--- config.mk ---
export PLATFORM = sky130hd
export DESIGN_NAME = mem_stage
export DESIGN_NICKNAME = d
export VERILOG_FILES = /design/src/rtl/pipe_pkg.sv /design/src/rtl/mem_timeout_cnt.sv /design/src/rtl/mem_stage.sv
export SDC_FILE = /design/constraint.sdc
export NUM_CORES = 1
export LEC_CHECK = 0
export ABC_AREA = 1
export BUFFER_PORTS_ARGS = -buffer_cell sky130_fd_sc_hd__buf_2
export CAP_MARGIN = 20
export CORE_MARGIN = 2
export CORE_UTILIZATION = 45
export CTS_BUF_LIST = sky130_fd_sc_hd__clkbuf_2
export DETAILED_ROUTE_END_ITERATION = 10
export GPL_ROUTABILITY_DRIVEN = 0
export PLACE_DENSITY = 0.73
export SYNTH_ARGS = -nofsm -noshare
export SYNTH_HDL_FRONTEND = slang
export SYNTH_SLANG_ARGS = --single-unit
--- constraint.sdc ---
create_clock -name clk_i -period 9.2 [get_ports clk_i]
set_clock_uncertainty 0.05 [all_clocks]
set_input_delay 0 -clock clk_i [delete_from_list [all_inputs] [get_ports clk_i]]
set_output_delay 0 -clock clk_i [all_outputs]
set_load 0.02 [all_outputs]
--- src/rtl/pipe_pkg.sv ---
// Shared pipeline definitions: control-bus bit positions, MEM stage states and error bits.
package pipe_pkg;

    localparam int WB_REGWRITE  = 1;
    localparam int WB_MEMTOREG  = 0;
    localparam int M_MEMREAD    = 1;
    localparam int M_MEMWRITE   = 0;

    localparam int ERR_MISALIGN = 0;
    localparam int ERR_TIMEOUT  = 1;

    typedef enum logic {
        IDLE = 1'b0,
        BUSY = 1'b1
    } mem_state_t;

endpackage

--- src/rtl/mem_timeout_cnt.sv ---
// Wait-cycle counter for an outstanding memory access; expire flags the last allowed cycle.
module mem_timeout_cnt #(
    parameter int CNT_W   = 8,
    parameter int TIMEOUT = 200
) (
    input  logic clk_i,
    input  logic rst_i,
    input  logic clr,
    input  logic en,
    output logic expire
);

    logic [CNT_W-1:0] count;

    always_ff @(posedge clk_i or posedge rst_i) begin
        if (rst_i) begin
            count <= '0;
        end else if (clr) begin
            count <= '0;
        end else if (en) begin
            count <= count + CNT_W'(1);
        end
    end

    assign expire = (count == CNT_W'(TIMEOUT - 1));

endmodule

--- src/rtl/mem_stage.sv ---
// MEM pipeline stage fused with the MEM/WB register; drives a req/ack data memory and stalls upstream.
module mem_stage
    import pipe_pkg::*;
#(
    parameter int TIMEOUT = 200,
    parameter int CNT_W   = 8
) (
    input  logic        clk_i,
    input  logic        rst_i,
    input  logic [1:0]  WB_i,
    input  logic [1:0]  M_i,
    input  logic [31:0] DMaddr_i,
    input  logic [31:0] DMdata_i,
    input  logic [4:0]  RDaddr_i,
    output logic        mem_req_o,
    output logic        mem_we_o,
    output logic [31:0] mem_addr_o,
    output logic [31:0] mem_wdata_o,
    input  logic        mem_ack_i,
    input  logic [31:0] mem_rdata_i,
    output logic        stall_o,
    output logic [1:0]  WB_o,
    output logic [31:0] MemData_o,
    output logic [31:0] ALUres_o,
    output logic [4:0]  RDaddr_o,
    output logic [1:0]  err_o
);

    mem_state_t  state, state_next;
    logic [1:0]  wb_lat;
    logic [4:0]  rd_lat;
    logic [31:0] addr_lat;

    logic access, misaligned, expire;
    logic cnt_clr, cnt_en;
    logic do_pass, do_misalign, do_issue, do_wait, do_timeout, do_complete;

    assign access     = M_i[M_MEMREAD] | M_i[M_MEMWRITE];
    assign misaligned = (DMaddr_i[1:0] != 2'b00);

    mem_timeout_cnt #(
        .CNT_W   (CNT_W),
        .TIMEOUT (TIMEOUT)
    ) u_timeout (
        .clk_i  (clk_i),
        .rst_i  (rst_i),
        .clr    (cnt_clr),
        .en     (cnt_en),
        .expire (expire)
    );

    always_ff @(posedge clk_i or posedge rst_i) begin
        if (rst_i) begin
            state <= IDLE;
        end else begin
            state <= state_next;
        end
    end

    // Ack takes priority over expiry so a response on the last allowed cycle still completes.
    always_comb begin
        state_next  = state;
        stall_o     = 1'b0;
        cnt_clr     = 1'b0;
        cnt_en      = 1'b0;
        do_pass     = 1'b0;
        do_misalign = 1'b0;
        do_issue    = 1'b0;
        do_wait     = 1'b0;
        do_timeout  = 1'b0;
        do_complete = 1'b0;
        case (state)
            IDLE: begin
                if (!access) begin
                    do_pass = 1'b1;
                end else if (misaligned) begin
                    do_misalign = 1'b1;
                end else begin
                    do_issue   = 1'b1;
                    stall_o    = 1'b1;
                    cnt_clr    = 1'b1;
                    state_next = BUSY;
                end
            end
            BUSY: begin
                if (mem_ack_i) begin
                    do_complete = 1'b1;
                    state_next  = IDLE;
                end else if (expire) begin
                    do_timeout = 1'b1;
                    state_next = IDLE;
                end else begin
                    do_wait = 1'b1;
                    stall_o = 1'b1;
                    cnt_en  = 1'b1;
                end
            end
            default: state_next = IDLE;
        endcase
    end

    always_ff @(posedge clk_i or posedge rst_i) begin
        if (rst_i) begin
            mem_req_o   <= 1'b0;
            mem_we_o    <= 1'b0;
            mem_addr_o  <= '0;
            mem_wdata_o <= '0;
            WB_o        <= '0;
            MemData_o   <= '0;
            ALUres_o    <= '0;
            RDaddr_o    <= '0;
            err_o       <= '0;
            wb_lat      <= '0;
            rd_lat      <= '0;
            addr_lat    <= '0;
        end else if (do_pass) begin
            WB_o      <= WB_i;
            ALUres_o  <= DMaddr_i;
            RDaddr_o  <= RDaddr_i;
            MemData_o <= '0;
        end else if (do_misalign) begin
            err_o[ERR_MISALIGN] <= 1'b1;
            WB_o      <= '0;
            RDaddr_o  <= '0;
            ALUres_o  <= DMaddr_i;
            MemData_o <= '0;
        end else if (do_issue) begin
            wb_lat      <= WB_i;
            rd_lat      <= RDaddr_i;
            addr_lat    <= DMaddr_i;
            mem_req_o   <= 1'b1;
            mem_we_o    <= M_i[M_MEMWRITE];
            mem_addr_o  <= DMaddr_i;
            mem_wdata_o <= DMdata_i;
            WB_o        <= '0;
        end else if (do_wait) begin
            WB_o <= '0;
        end else if (do_timeout) begin
            mem_req_o          <= 1'b0;
            err_o[ERR_TIMEOUT] <= 1'b1;
            WB_o               <= '0;
        end else if (do_complete) begin
            mem_req_o <= 1'b0;
            WB_o      <= wb_lat;
            RDaddr_o  <= rd_lat;
            ALUres_o  <= addr_lat;
            MemData_o <= mem_we_o ? 32'h0 : mem_rdata_i;
        end
    end

endmodule

[After elaboration in Yosys (flattened, before gate mapping)]
Index checks and enable logic that the tools add are counted.
Cells by class
  $add $sub $neg: 1
  equality and inequality tests: 5
  muxes and demuxes: 48
  bitwise logic cells: 6
  reductions and logical operators: 10
Operators with widths (number)
  $mux 32: 13
  $mux 5: 6
  $mux 1: 20
  $mux 8: 2
  $mux 2: 6
  $add 8x1->8 const B: 1
  $eq 8x8->1 const B: 1
  $reduce_and 4->1: 2
  $ne 3x1->1 const B: 2
  $reduce_bool 3->1: 2
  $reduce_bool 6->1: 1
  $not 1->1: 5
  $reduce_and 5->1: 1
  $reduce_bool 2->1: 2
  $ne 3x3->1 const B: 1
  $reduce_and 3->1: 1
  $ne 2x2->1 const B: 1
  $pmux 1 s2: 1
  $reduce_and 2->1: 1
  $or 1x1->1: 1
Word-level totals
  register bits: 155
  input port bits: 108
  output and inout bits: 140
  logic and storage cells: 84

[Depth between registers and ports, before layout]
Gate-level depths: netlist of the first run.
  depth in word-level cells: 9
  gate-level depth with buffers: 11
  depth with buffers taken out: 9

[Modules after synthesis]
A second synthesis of the first run with hierarchy kept.
Unflattened totals
  cells, all modules: 827
  area total of the unflattened synthesis: 6989.2 µm²
Modules (own cells, without submodules)
  mem_stage: times used 1, cells each 766, area each 6538.8 µm², sequential area each 3678.5 µm²
  mem_timeout_cnt: times used 1, cells each 61, area each 450.4 µm², sequential area each 200.2 µm²

[Least setup slack after synthesis of the first run]
Ideal clock, no wire load.
  kind: register to register
  from: reg u_timeout.count[0]
  to: reg u_timeout.count[4]
  setup time: 118 ps
  arrival: 1295 ps
  required time: 9032 ps
  slack: 7737 ps
  stages on the path, launching flop included: 10
  path buffers: 0
  period minus slack after synthesis: 1463 ps
  cells stage by stage: dfrtp_1 > ha_1 > nand2_1 > inv_1 > nand2_1 > nor2_1 > nor2_2 > nor2_2 > nand2_1 > nand2_1
Between the ends
  cells in the longest elaborated chain, start to end: 5
  elaborated cells on any way between the ends: 8
  those cells by class: add/sub (1); eq/ne (1); mux (5); reduce/logical (1)
RTL lines
  start, declared: RTL line mem_timeout_cnt.sv:13  | logic [CNT_W-1:0] count;
  start signal, assigned: RTL line mem_timeout_cnt.sv:21  | count <= count + CNT_W'(1);
  parallel branches: the longest is 5 deep, another holds $add 8x1->8
Several ways; the timed one is not identified. The select of a mux whose other input is x is not followed.
A chain may end at the register's enable or synchronous reset.

[Final worst setup path of the first run]
  from: reg state
  to: out stall_o
Between the ends
  cells in the longest elaborated chain, start to end: 2
RTL lines
  start, declared: RTL line mem_stage.sv:29  | mem_state_t state, state_next;
  start signal, assigned: RTL line mem_stage.sv:56  | state <= state_next;
  $not 1->1
  $pmux 1 s2 (*): RTL line mem_stage.sv:72  | case (state)
  end, declared: RTL line mem_stage.sv:21  | output logic stall_o,
Mark *: on every way between the ends. The rest lies on a longest branch, timed or not.

==> results of run 1 <==
## flip-flops by register name (all words and copies together), names as in the netlist, 2 cells and up
| name | cells |
|---|---|
| ALUres_o | 32 |
| MemData_o | 32 |
| addr_lat | 32 |
| mem_wdata_o | 32 |
| u_timeout.count | 8 |
| RDaddr_o | 5 |
| rd_lat | 5 |
| WB_o | 2 |
| err_o | 2 |
| wb_lat | 2 |
## through the flow
stage                 util  total power [uW]  cells  cell area [um^2]  worst slack (ns)
floorplan                -              1155    751              6372             4.972
global placement    0.5532              1330   1143              7679             6.631
detailed placement  0.5532              1340   1143              7679             6.579
CTS                 0.7308              1749   1403             10140             6.163
global route        0.7343              1865   1405             10190             5.932
finish              0.7343              1775   1405             10190             6.085
## logic make-up after synthesis
group / Yosys count / synth area share
AND/OR/NAND/NOR: 459 / 0.2847
flip-flops: 155 / 0.6087
AO/OA/AOI/OAI: 76 / 0.06048
buffers and inverters: 59 / 0.04280
XOR/XNOR: 1 / 0.001375
adder cells (fa/ha/maj): 1 / 0.001963
## worst register-to-register path, stage by stage (launching register included)
cell and delay (ns):
dfrtp_1 0.46, inv_2 0.09, nand2_1 0.12, nand2_2 0.41
inv_4 0.53, nand2_4 0.16, inv_4 0.52, nand2_1 0.21
o21ai_0 0.14
## metal layers
layer	up-vias	global-route usage	wire length, um
met4	0	0.1598	950
li1	3278	-	-
met2	404	0.5138	11440
met5	-	0	0
met3	87	0.08764	2034
met1	3376	0.3501	8570
## layout by cell type, fill, tap and decap left out, drive strengths merged
cell,instances
nand2,363
dlygate4sd3,228
ha,1
dfrtp,155
o21bai,1
bufinv,1
nor2,50
nand4,3
nand3,41
clkbuf,21
inv,21
clkinv,8
nor3,2
buf,252
a21oi,32
xor2,1
clkinvlp,2
a21o,1
o21ai,42
## power by group through the flow
stage | sequential (uW) | clock [uW] | combinational, uW
2_1_floorplan | 992 | 0 | 164
5_1_grt | 879 | 362 | 624
3_3_place_gp | 873 | 0 | 458
3_5_place_dp | 873 | 0 | 467
4_1_cts | 861 | 334 | 554
6_report | 869 | 331 | 575
## cell type report
type	instances	area, um^2
Tap cell	180	225.2
Clock buffer	21	105.1
Multi-Input combinational cell	537	2227
Inverter	21	88.84
Timing Repair Buffer	480	3588
Clock inverter	11	78.83
Sequential cell	155	3879
Fill cell	942	3689
## how the worst max path moves through the flow
stage / to / slack (ns) / cells after the start
4_1_cts: stall_o / 6.16 / 5
3_5_place_dp: ALUres_o[13]$_DFFE_PP0P_ / 6.58 / 8
2_1_floorplan: ALUres_o[0]$_DFFE_PP0P_ / 4.97 / 1
3_3_place_gp: ALUres_o[30]$_DFFE_PP0P_ / 6.63 / 8
5_1_grt: stall_o / 5.93 / 5
6_report: stall_o / 6.08 / 5
## what timing repair did
item	in CTS	in global routing
hold buffers	228	0
endpoints found under the hold margin	225	0
resized for setup	0	0
==> impl_metrics.py, run 1 <==
metrics = {
    "logic_synthesis": {
        "synth.most_common_cell": "nand2_1",
        "syn-cell-area_mm2": 0.006372,
        "ys.flop_type": "dfrtp_1",
        "yosys.area.top_type": "dfrtp_1",
        "ys_warn_count": 0,
        "synth.area.top_cells": "dfrtp_1, nand2_1, o21ai_0",
        "synth-edff-count": 0,
        "postSynthAreaPerCell_um2": 8.485,
        "synth_cells": 751,
        "ys_types": 25,
        "yosysSeqAreaShare": 0.6087,
        "synth_commonest_cells": "nand2_1, dfrtp_1, nor2_1, o21ai_0, nand3_1",
        "synthArstFlopShare": 1.000,
        "synth_top_area_frac": 0.6087,
        "yosys_register_bits": 155,
        "synth_nets": 860,
    },
    "worst_setup_path": {
        "crit_chain": "inv_2, nand4_1, buf_4, nand2_1, buf_2",
        "worst_r2r_endpoint": "ALUres_o[4]$_DFFE_PP0P_",
        "timing.critical_path.slowest_cell_delay_ns": 0.64,
        "critPathSlowestCell": "nand4_1",
        "crit_fanout": 65,
        "worstSetupEndpointType": "primary output",
        "critPathKind": "reg -> out",
        "critPathLaunchType": "flip-flop",
        "required_ns": 9.15,
        "cp_top_family": "buffers and inverters",
        "r2r_cells": 8,
        "reg2reg_slack_ns": 6.42,
        "cp.arrival_ns": 3.07,
        "critPathLaunch": "state$_DFF_PP0_",
        "timing.rr.start": "state$_DFF_PP0_",
        "path_buf_inv": 3,
    },
    "timing": {
        "max_freq_ghz": 0.3210,
        "period_minus_slack_ns": 3.115,
        "final.setup.tns_ns": 0,
        "drv_slew": 0,
        "slew_headroom": 0.2764,
        "worst_pin_slew_ns": 1.084,
        "post-route-period-util": 0.3386,
        "finalSetupViolations": 0,
        "whs_ns": 0.03688,
        "rsz0062_at_grt": "no",
        "finalHoldViolCount": 0,
    },
    "job": {
        "drv_cap": 0,
    },
    "cts": {
        "cts_made_buffers": 17,
        "path_clk_slew_ns": 0.22,
        "h-tree-depth": 4,
        "clk_path_buf_depth": 2,
        "cts_root_buf": "clkbuf_2",
        "cts_setup_buffers": 0,
        "clkSinkCount": 155,
        "cts_tree": "done",
        "clock_latency_ns": 0.74,
    },
    "floorplanning": {
        "core_area_mm2": 0.01388,
        "die_w_um": 123,
        "die_y_um": 123,
        "start_util": 0.4591,
        "pin_count": 248,
        "dieArea_mm2": 0.01513,
        "core.rowCount": 43,
    },
    "placement": {
        "hpwl_um": 11560,
        "io_buffers": 247,
    },
    "finish": {
        "area_growth_pct": 59.95,
        "drive_gt1_frac": 0.2376,
        "fin_nets": 1321,
        "n_antenna_cell": 0,
    },
    "power": {
        "seq_power_share": 0.489,
        "p_switching_uw": 668.0,
        "vdd_drop_max_uv": 101.9,
        "pwr-share-clk": 0.186,
        "pwr_density_cell_mw_per_mm2": 174.1,
        "p_comb_frac": 0.324,
        "power_leakage_uw": 0.005540,
        "swShare": 0.3764,
        "internal-power_uw": 1107,
    },
    "min_path": {
        "holdPathEnd": "ALUres_o[27]$_DFFE_PP0P_",
        "hold_path_class": "in -> reg",
        "holdPathStages": 4,
        "min-delay-start": "DMaddr_i[27]",
    },
    "drt": {
        "wl_um": 23000,
        "drt-initial-drc-count": 694,
        "drc": 0,
        "wl_per_cell_um": 16.37,
        "ant_nets": 0,
        "viasPerCell": 5.085,
        "drt_pass1_iterations": 7,
        "vias": 7145,
    },
    "global_routing": {
        "grt_pass1_vias": 7348,
        "grt.overflow.total": 0,
        "grt_pass1_wl_um": 35560,
        "grt_usage": 0.3039,
        "grt_max_degree": 84,
        "antenna_found_initial": 0,
    },
    "status": {
        "status": "completed",
    },
}
Note: power is estimated with default switching activity, not from simulation.
==> run 2: changes to the inputs <==
--- a/config.mk
+++ b/config.mk
@@ -5,7 +5,7 @@
 export SDC_FILE = /design/constraint.sdc
 export NUM_CORES = 1
 export LEC_CHECK = 0
-export ABC_AREA = 1
+export ABC_AREA = 0
 export BUFFER_PORTS_ARGS = -buffer_cell sky130_fd_sc_hd__buf_2
 export CAP_MARGIN = 20
 export CORE_MARGIN = 2
==> constraint.sdc (replaced) <==
create_clock -name clk_i -period 2.87 [get_ports clk_i]
set_clock_uncertainty 0.05 [all_clocks]
set_input_delay 0 -clock clk_i [delete_from_list [all_inputs] [get_ports clk_i]]
set_output_delay 0 -clock clk_i [all_outputs]
set_load 0.02 [all_outputs]
==> run 2 against run 1 <==
Net effect: the flow now stops in clock tree synthesis (4_1_cts); synthesized cell count decreased by 40%; area after synthesis decreased by 4.0%.
==> impl_metrics.py, run 2 <==
metrics = {
    "status": {
        "status": "did not finish",
        "stop_stage": "clock tree synthesis (4_1_cts)",
        "firstError": "[ERROR RSZ-0060] Max buffer count reached.",
    },
    "logic_synthesis": {
        "ys_types": 36,
        "synth-edff-count": 0,
        "synth_commonest_cells": "dfrtp_1, mux2_2, nand2_1, a22o_1, mux2i_1",
        "synth.most_common_cell": "dfrtp_1",
        "postSynthAreaPerCell_um2": 13.57,
        "synthArstFlopShare": 1.000,
        "yosys.area.top_type": "dfrtp_1",
        "synth_top_area_frac": 0.6339,
        "synth_nets": 560,
        "yosysSeqAreaShare": 0.6339,
        "syn-cell-area_mm2": 0.006118,
        "yosys_register_bits": 155,
        "ys_warn_count": 0,
        "synth.area.top_cells": "dfrtp_1, mux2_2, mux2i_1",
        "ys.flop_type": "dfrtp_1",
        "synth_cells": 451,
    },
    "cts": {
        "cts_resized": 0,
        "ctsHoldBuffers": 179,
        "cts_made_buffers": 17,
        "cts_setup_buffers": 0,
        "cts_root_buf": "clkbuf_2",
        "clk_path_buf_depth": 2,
        "h-tree-depth": 4,
        "clkSinkCount": 155,
    },
    "placement": {
        "io_buffers": 247,
        "hpwl_um": 10030,
    },
    "floorplanning": {
        "die_w_um": 120.6,
        "die_y_um": 120.6,
        "pin_count": 248,
        "core.rowCount": 42,
        "start_util": 0.4620,
    },
}
## run 2: per-stage QoR
stage | instance area, um^2 | worst slack, ns | hold WS [ns] | util | std cells
global placement | 7545 | 0.8527 | 0.1578 | 0.5697 | 853
detailed placement | 7545 | 0.7299 | 0.1641 | 0.5697 | 853
floorplan | 6122 | 0.8611 | 0.05544 | - | 451
## run 2: kinds of logic after synthesis
logic type / synth area share
XOR/XNOR: 0.005725
adder cells (fa/ha/maj): 0.002045
AND/OR/NAND/NOR: 0.05685
buffers and inverters: 0.02515
flip-flops: 0.6339
AO/OA/AOI/OAI: 0.09509
multiplexers: 0.1812
==> run 3: changes to the inputs <==
--- a/config.mk
+++ b/config.mk
@@ -9,11 +9,10 @@
 export BUFFER_PORTS_ARGS = -buffer_cell sky130_fd_sc_hd__buf_2
 export CAP_MARGIN = 20
 export CORE_MARGIN = 2
-export CORE_UTILIZATION = 45
-export CTS_BUF_LIST = sky130_fd_sc_hd__clkbuf_2
+export CORE_UTILIZATION = 30
 export DETAILED_ROUTE_END_ITERATION = 10
 export GPL_ROUTABILITY_DRIVEN = 0
-export PLACE_DENSITY = 0.73
+export PLACE_DENSITY_LB_ADDON = 0.15
 export SYNTH_ARGS = -nofsm -noshare
 export SYNTH_HDL_FRONTEND = slang
 export SYNTH_SLANG_ARGS = --single-unit
==> run 3 against run 2 <==
Net effect: the run now ends clean; area after synthesis unchanged; synthesized cell count stayed put.
==> impl_metrics.py, run 3 <==
metrics = {
    "status": {
        "status": "completed",
    },
    "cts": {
        "cts_made_buffers": 17,
        "clkSinkCount": 155,
        "clock_latency_ns": 0.41,
        "cts_setup_buffers": 0,
        "path_clk_slew_ns": 0.06,
        "clk_path_buf_depth": 2,
        "cts_tree": "done",
        "cts_root_buf": "clkbuf_16",
        "h-tree-depth": 4,
    },
    "worst_setup_path": {
        "worst_r2r_endpoint": "RDaddr_o[1]$_DFFE_PP0P_",
        "reg2reg_slack_ns": 0.41,
        "required_ns": 3.11,
        "critPathLaunchType": "flip-flop",
        "cp-endpoint": "RDaddr_o[1]$_DFFE_PP0P_",
        "critPathLaunch": "state$_DFF_PP0_",
        "critPathKind": "reg -> reg",
        "worstSetupEndpointType": "flip-flop",
        "timing.rr.start": "state$_DFF_PP0_",
        "r2r_cells": 5,
        "cp.arrival_ns": 2.71,
        "crit_fanout": 65,
    },
    "logic_synthesis": {
        "ys_warn_count": 0,
        "synth_cells": 451,
        "synth-edff-count": 0,
        "yosys.area.top_type": "dfrtp_1",
        "synth_nets": 560,
        "synth_top_area_frac": 0.6339,
        "synth_commonest_cells": "dfrtp_1, mux2_2, nand2_1, a22o_1, mux2i_1",
        "yosys_register_bits": 155,
        "yosysSeqAreaShare": 0.6339,
        "ys.flop_type": "dfrtp_1",
        "synthArstFlopShare": 1.000,
        "ys_types": 36,
        "synth.area.top_cells": "dfrtp_1, mux2_2, mux2i_1",
        "postSynthAreaPerCell_um2": 13.57,
        "syn-cell-area_mm2": 0.006118,
        "synth.most_common_cell": "dfrtp_1",
    },
    "drt": {
        "drt-initial-drc-count": 134,
        "drt_pass1_iterations": 4,
        "vias": 4931,
        "wl_met1_um": 7010,
        "dr_wl_met3_um": 1000,
        "wl_um": 16750,
        "ant_nets": 0,
        "viasPerCell": 4.503,
        "topRoutingLayerUsed": "met4",
        "wl_per_cell_um": 15.30,
        "drc": 0,
        "met2WireLength_um": 8422,
    },
    "job": {
        "drv_cap": 0,
    },
    "timing": {
        "drv_slew": 0,
        "rsz0062_at_grt": "no",
        "max_freq_ghz": 0.4060,
        "setup_ws_ns": 0.4069,
        "period_minus_slack_ns": 2.463,
        "slew_headroom": 0.5231,
        "finalHoldViolCount": 0,
        "final.setup.tns_ns": 0,
        "worst_pin_slew_ns": 0.7153,
        "finalSetupViolations": 0,
        "post-route-period-util": 0.8582,
    },
    "min_path": {
        "hold_path_class": "in -> async",
    },
    "power": {
        "pwr_density_cell_mw_per_mm2": 731.8,
        "vdd_drop_max_uv": 406.4,
        "power_leakage_uw": 0.004722,
    },
    "placement": {
        "io_buffers": 247,
        "place_area_mm2": 0.007692,
        "dp_slack_ns": 0.6142,
        "hpwl_um": 10990,
    },
    "finish": {
        "final_cell_mix": "buf_2, dfrtp_1, dlygate4sd3_1, mux2_2, nand2_1",
        "area_growth_pct": 54.27,
        "fin_area_mm2": 0.009439,
        "fin_nets": 921,
        "final_common_cell": "buf_2",
        "fillCellCount": 1842,
        "drive_gt1_frac": 0.4400,
        "final_core_util": 0.4695,
        "n_antenna_cell": 0,
    },
    "floorplanning": {
        "core.rowCount": 52,
        "core_area_mm2": 0.02010,
        "die_y_um": 146.8,
        "start_util": 0.3043,
        "die_w_um": 146.8,
        "pin_count": 248,
        "dieArea_mm2": 0.02155,
    },
    "global_routing": {
        "grt_pass1_wl_um": 26940,
        "antenna_found_initial": 0,
        "grt_usage": 0.1575,
        "grt.overflow.total": 0,
        "grt_max_degree": 75,
        "grt_pass1_vias": 5259,
    },
}
## run 3: cells by family (layout without fill, tap and decap cells)
| group | count (synthesis) | count (layout) | share of synthesized area |
|---|---|---|---|
| fa+ha+maj | 1 | 1 | 0.002045 |
| mux | 102 | 102 | 0.1812 |
| simple gates | 77 | 77 | 0.05685 |
| flops | 155 | 155 | 0.6339 |
| compound gates | 82 | 82 | 0.09509 |
| buf+inv | 30 | 404 | 0.02515 |
| xor+xnor | 4 | 4 | 0.005725 |
## run 3: power by group
group,switching (uW),total [uW],internal [uW]
Sequential,240,2820,2580
Combinational,977,1710,732
Clock,915,2380,1460
## run 3: metrics by stage
stage | power, uW | hold WS (ns) | instances
3_3_place_gp | 4417 | -0.06436 | 951
5_1_grt | 7275 | 0.06981 | 1095
6_report | 6908 | 0.04414 | 1095
4_1_cts | 7005 | 0.03531 | 1095
3_5_place_dp | 4453 | -0.06754 | 951
2_1_floorplan | 3816 | 0.05544 | 451
## run 3: per-layer routing
metal  GRT usage  vias up
met4     0.05388        0
li1            -     2345
met3     0.04503       19
met1      0.1885     2410
met5           0        -
met2      0.2725      157
## run 3: how the worst min path moves through the flow
stage | slack (ns) | endpoint
after floorplan | 0.06 | RDaddr_o[0]$_DFFE_PP0P_
after global placement | -0.06 | err_o[0]$_DFFE_PP0P_
after detailed placement | -0.07 | err_o[0]$_DFFE_PP0P_
after CTS | 0.04 | u_timeout.count[1]$_DFFE_PP0P_
after global routing | 0.07 | u_timeout.count[7]$_DFFE_PP0P_
final | 0.04 | u_timeout.count[5]$_DFFE_PP0P_
## run 3: critical path: stages, from the launching register on
cell	delay, ns
dfrtp_1	0.69
inv_1	0.25
a31o_4	0.49
a32oi_1	0.24
nand2_1	0.07
dlygate4sd3_1	0.55
## run 3: final cells by class
class                   count  area (um^2)  area share
flip-flops and latches    155         3879      0.4109
repair buffers            369         2470      0.2617
multi-input cells         266         2112      0.2238
clock buffers              19        432.9     0.04586
well taps                 270        337.8     0.03579
clock inverters            13        192.7     0.02041
inverters                   3        15.01    0.001591
## run 3: timing repair
item	CTS	global route
resized for setup	0	0
hold buffers	112	0
hold endpoints to repair	306	0
